[src/rtl/cipher_round_ctrl.sv]
`default_nettype none
// ============================================================================
// Module   : cipher_round_ctrl
// Brief    : Iterative 8-bit toy round cipher controller (IDLE/RUN/DONE FSM),
//            one round per clock. Optional abort input: CIPHER_ROUND_CTRL_ABORT_EN.
// Revision : 1.0
// ============================================================================
module cipher_round_ctrl #(
    parameter int LAST_ROUND = 10
) (
    input  logic       clk,
    input  logic       rst,
    input  logic       start,
    input  logic       mode,
    input  logic [7:0] in_key,
    input  logic [7:0] data_in,
`ifdef CIPHER_ROUND_CTRL_ABORT_EN
    input  logic       abort,
`endif
    output logic       busy,
    output logic       done,
    output logic [7:0] data_out,
    output logic [3:0] round_idx,
    output logic [7:0] round_key
);

    localparam logic [1:0] c_st_idle = 2'd0;
    localparam logic [1:0] c_st_run  = 2'd1;
    localparam logic [1:0] c_st_done = 2'd2;
    localparam logic [3:0] c_last    = 4'(LAST_ROUND);

    logic [1:0] r_state;
    logic       r_mode;
    logic [7:0] r_key;
    logic [7:0] r_data;
    logic [3:0] r_round;
    logic [7:0] r_data_out;

    logic [7:0] w_key;
    logic [7:0] w_mixed;
    logic [7:0] w_enc;
    logic [7:0] w_dec;
    logic [7:0] w_result;
    logic       w_last;
    logic       w_abort;
    logic       w_run;

    function automatic logic [7:0] f_round_key(input logic [7:0] k, input logic [3:0] r);
        logic [7:0] v;
        case (r)
            4'd0:    v = k;
            4'd1:    v = {k[6:0], k[7]};
            4'd2:    v = k ^ 8'hAA;
            4'd3:    v = {k[0], k[7:1]};
            4'd4:    v = ~k;
            4'd5:    v = k + 8'h1F;
            4'd6:    v = k - 8'h1F;
            4'd7:    v = {k[3:0], k[7:4]};
            4'd8:    v = k ^ 8'h55;
            4'd9:    v = {k[5:0], k[7:6]};
            4'd10:   v = {k[6:0], k[7]};
            default: v = k;
        endcase
        return v;
    endfunction

    assign w_key    = f_round_key(r_key, r_round);
    assign w_mixed  = r_data ^ w_key;
    // Decrypt round is the exact inverse of the encrypt round for the same key.
    assign w_enc    = {w_mixed[6:0], w_mixed[7]};
    assign w_dec    = {r_data[0], r_data[7:1]} ^ w_key;
    assign w_result = r_mode ? w_dec : w_enc;
    assign w_last   = r_mode ? (r_round == 4'd0) : (r_round == c_last);
    assign w_run    = (r_state == c_st_run);

`ifdef CIPHER_ROUND_CTRL_ABORT_EN
    assign w_abort  = abort;
`else
    assign w_abort  = 1'b0;
`endif

    always_ff @(posedge clk or posedge rst) begin
        if (rst) begin
            r_state    <= c_st_idle;
            r_mode     <= 1'b0;
            r_key      <= 8'h00;
            r_data     <= 8'h00;
            r_round    <= 4'd0;
            r_data_out <= 8'h00;
        end else begin
            case (r_state)
                c_st_idle: begin
                    if (start) begin
                        r_mode  <= mode;
                        r_key   <= in_key;
                        r_data  <= data_in;
                        r_round <= mode ? c_last : 4'd0;
                        r_state <= c_st_run;
                    end
                end
                c_st_run: begin
                    if (w_abort) begin
                        r_state <= c_st_idle;
                    end else begin
                        r_data <= w_result;
                        if (w_last) begin
                            r_data_out <= w_result;
                            r_state    <= c_st_done;
                        end else begin
                            r_round <= r_mode ? (r_round - 4'd1) : (r_round + 4'd1);
                        end
                    end
                end
                c_st_done: r_state <= c_st_idle;
                default:   r_state <= c_st_idle;
            endcase
        end
    end

    assign busy      = w_run;
    assign done      = (r_state == c_st_done);
    assign data_out  = r_data_out;
    assign round_idx = w_run ? r_round : 4'd0;
    assign round_key = w_run ? w_key : 8'h00;

endmodule
`default_nettype wire

[config.mk]
export PLATFORM = sky130hd
export DESIGN_NAME = cipher_round_ctrl
export DESIGN_NICKNAME = d
export VERILOG_FILES = /design/src/rtl/cipher_round_ctrl.sv
export SDC_FILE = /design/constraint.sdc
export NUM_CORES = 1
export LEC_CHECK = 0
export BUFFER_PORTS_ARGS = -buffer_cell sky130_fd_sc_hd__buf_2
export CORE_ASPECT_RATIO = 0.9
export CORE_UTILIZATION = 50
export DETAILED_ROUTE_END_ITERATION = 16
export PLACE_DENSITY = 0.69
export SYNTH_ARGS = -nofsm -noshare
export SYNTH_HDL_FRONTEND = slang
export SYNTH_SLANG_ARGS = --single-unit
[constraint.sdc]
create_clock -name clk -period 6 [get_ports clk]
set_input_delay 0.6 -clock clk [delete_from_list [all_inputs] [get_ports clk]]
set_output_delay 0.6 -clock clk [all_outputs]
set_load 0.02 [all_outputs]
==> results.yml <==
worst_setup_path:
  cp.buffers_inverters: 2
  cpMaxStageDelayCell: "ha_1"
  slowest_delay_ns: 0.45
  crit_path_max_fanout: 13
  crit_type: "flop to output port"
  arrival_ns: 3.32
  cp-end-kind: "output port"
  crit_chain: "inv_1 -> ha_1 -> nand3b_4 -> ha_1 -> a21oi_2 -> a21o_1 -> a21oi_1 -> o31ai_1 -> a211oi_4 -> nor2_1 -> buf_2"
  worst_setup_path_start_kind: "flop"
  required_ns: 5.40
  crit_family: "compound AO/OA/AOI/OAI gates"
  crit_path_frequent_cell: "ha_1"
sta:
  min_period_ns: 3.92
  post-route-period-util_pct: 65.3
  grt_setup_unrepaired: "no"
  slew-limit-headroom_pct: 36.0
  maxSlewViolCount: 0
  worst_pin_slew_ns: 0.959
  setup_viol: 0
  fmax_mhz: 255
  final-hold-violation-count: 0
  tns_ns: 0
  finClkSkew_ns: 0.00615
routing:
  drt_wl_total_mm: 7.44
  drc: 0
  vias: 2701
  first_pass_iters: 5
  drtIter0Drc: 243
  post_drt_via_cell_ratio: 6.25
  antenna_left: 0
  wl_per_cell_um: 17.2
clock_network:
  clk_latency_ns: 0.29
  post_cts_buffers: 0
  cts_made_buffers: 5
  ctsHoldBuffers: 0
  ctsHtreeMaxLevel: 2
  clk_pin_slew_worst_paths_ns: 0.06
  tritoncts: "yes"
  clock_path_buffers: 2
  cts_resized: 0
  clock-root-buffer: "clkbuf_8"
  clock_sinks: 31
synth:
  synth.avg_cell_area_sq_um: 8.38
  syn_nets: 368
  netlist_instances: 336
  async_flop_share_pct: 100
  ys_seq_area_share_pct: 27.5
  syn_area_sq_um: 2820
  synth_flop_cell: "dfrtp_1"
  synth_warnings: 0
  synth-seq-cells: 31
  synth_edf_count: 0
  synth_cell_type_count: 71
global_route:
  grt_util_met2_pct: 39.8
  overflow: 0
  grt_pass1_vias: 2350
  met3_usage_pct: 4.13
  grt_max_degree: 32
  antenna_found_initial: 0
  busiest_layer: "met2"
  met1_usage_pct: 39.2
  grt_pass1_wl_mm: 11.9
  grt_util_all_layers_pct: 26.6
finish:
  final.fill_count: 515
  layout.cells.non_filler: 432
  area.growth.synth_to_final_pct: 9.68
  drive_gt1_share_pct: 19.2
  fin_nets: 397
  antenna_cells: 0
placement:
  hpwl_mm: 5.34
  io_buffers: 41
  dp_cells: 425
  gp_congestion: 0.944
die:
  fp.coreArea_sq_um: 5350
  die_w_um: 81.1
  die_area_sq_um: 5940
  ioPinCount: 42
  fp.dieH_um: 73.2
  initial_utilization_pct: 52.7
  rows: 25
min_path:
  holdCritPathClass: "input pin to async pin"
outcome:
  outcome: "completed"
flow_run:
  drv_cap: 0
cells in the final DEF, fill, tap and decap left out, drive strengths merged, types with 3 or more instances in the layout:
master,synthesis,final
buf,10,43
nand2,36,36
dfrtp,31,31
a21oi,25,25
nor2,23,23
o21ai,18,18
ha,11,11
inv,11,11
nand3,11,11
xor2,10,10
nor3,10,10
nor2b,8,8
and2,8,8
a221oi,8,8
o22ai,7,7
o22a,7,7
mux2i,6,6
xnor2,6,6
nand2b,6,6
mux2,6,6
clkbuf,11,6
nand3b,6,6
a211oi,4,4
a22oi,3,3
a32oi,3,3
a21o,3,3
nand4,3,3
or3,3,3
o211ai,3,3
or2,3,3
and3,3,3
state kept, by name, indices dropped and copies added (netlist names):
register / flops
r_key: 8
r_round: 4
r_data: 8
r_mode: 1
data_out: 8
r_state: 2
layer usage:
layer  wire [um]  part of all wire, %
met3         505                  6.8
met4          97                  1.3
met2        3290                   44
met1        3540                   48
met5           0                    0
cell usage after synthesis, types with 7 or more instances:
library cell   n  share of area, %
a221oi_1       7               2.2
dfrtp_1       31                28
o22a_1         7               2.2
nand2_1       36               4.8
a21oi_1       24               4.3
inv_1         10               1.3
clkbuf_1      11               1.5
xor2_1        10               3.1
and2_1         8               1.8
nor3_1         9               1.6
o21ai_0       13               2.3
nor2_1        22               2.9
o22ai_1        7               1.6
nand3_1       10               1.8
nor2b_1        8               1.8
ha_1          11               4.9
worst reg2reg max path: stages (launching register included):
cell      delay (ns)
dfrtp_1         0.44
inv_1           0.16
ha_1            0.45
nand3b_4        0.24
ha_1            0.41
a21oi_2         0.18
a21o_1          0.21
a21oi_1         0.11
o31ai_1         0.40
a211oi_4        0.13
xnor2_1         0.17
a221o_1         0.36
area by class of cell:
cell class | count | area [sq um] | share of cell area (%)
clock buffer | 6 | 82.6 | 2.67
tap | 67 | 83.8 | 2.71
clock inverter | 1 | 5.00 | 0.162
timing repair buffer | 43 | 220 | 7.13
multi-input combinational | 272 | 1880 | 60.8
sequential | 31 | 776 | 25.1
inverter | 12 | 45.0 | 1.46
cell families (layout without fill, tap and decap cells):
family	Yosys count	count (layout)	share of synthesized area, %
multiplexers	12	12	4.53
AO/OA/AOI/OAI	108	108	28.1
buffers and inverters	33	62	5.82
adder cells (fa/ha/maj)	12	12	5.60
AND/OR/NAND/NOR	124	124	23.4
XOR/XNOR	16	16	4.98
flip-flops	31	31	27.5
final timing paths:
path | depth (start not counted) | slack (ns) | end | startpoint
max | 11 | 2.08 | round_key[7] | r_round[0]
min | 3 | 0.39 | data_out[2] | rst
max reg2reg | 11 | 2.61 | r_data[7] | r_round[0]
min reg2reg | 2 | 0.49 | data_out[6] | data_out[6]
max in group asynchronous | 3 | 5.30 | data_out[3] | rst
min in group clk | 2 | 0.49 | data_out[6] | data_out[6]
metrics by stage:
stage	hold WS (ns)	worst slack, ns	area (sq um)	utilization [%]
final	0.395	2.08	3090	57.8
after global routing	0.436	1.77	3090	57.8
after CTS	0.403	2.11	3090	57.8
after detailed placement	0.479	2.42	3000	56.1
after global placement	0.474	2.47	3000	56.1
after floorplan	0.519	2.88	2820	-
Power is left out: the tool's default activity adds up to more than one toggle a clock period on the data nets, which glitch-free logic cannot reach.
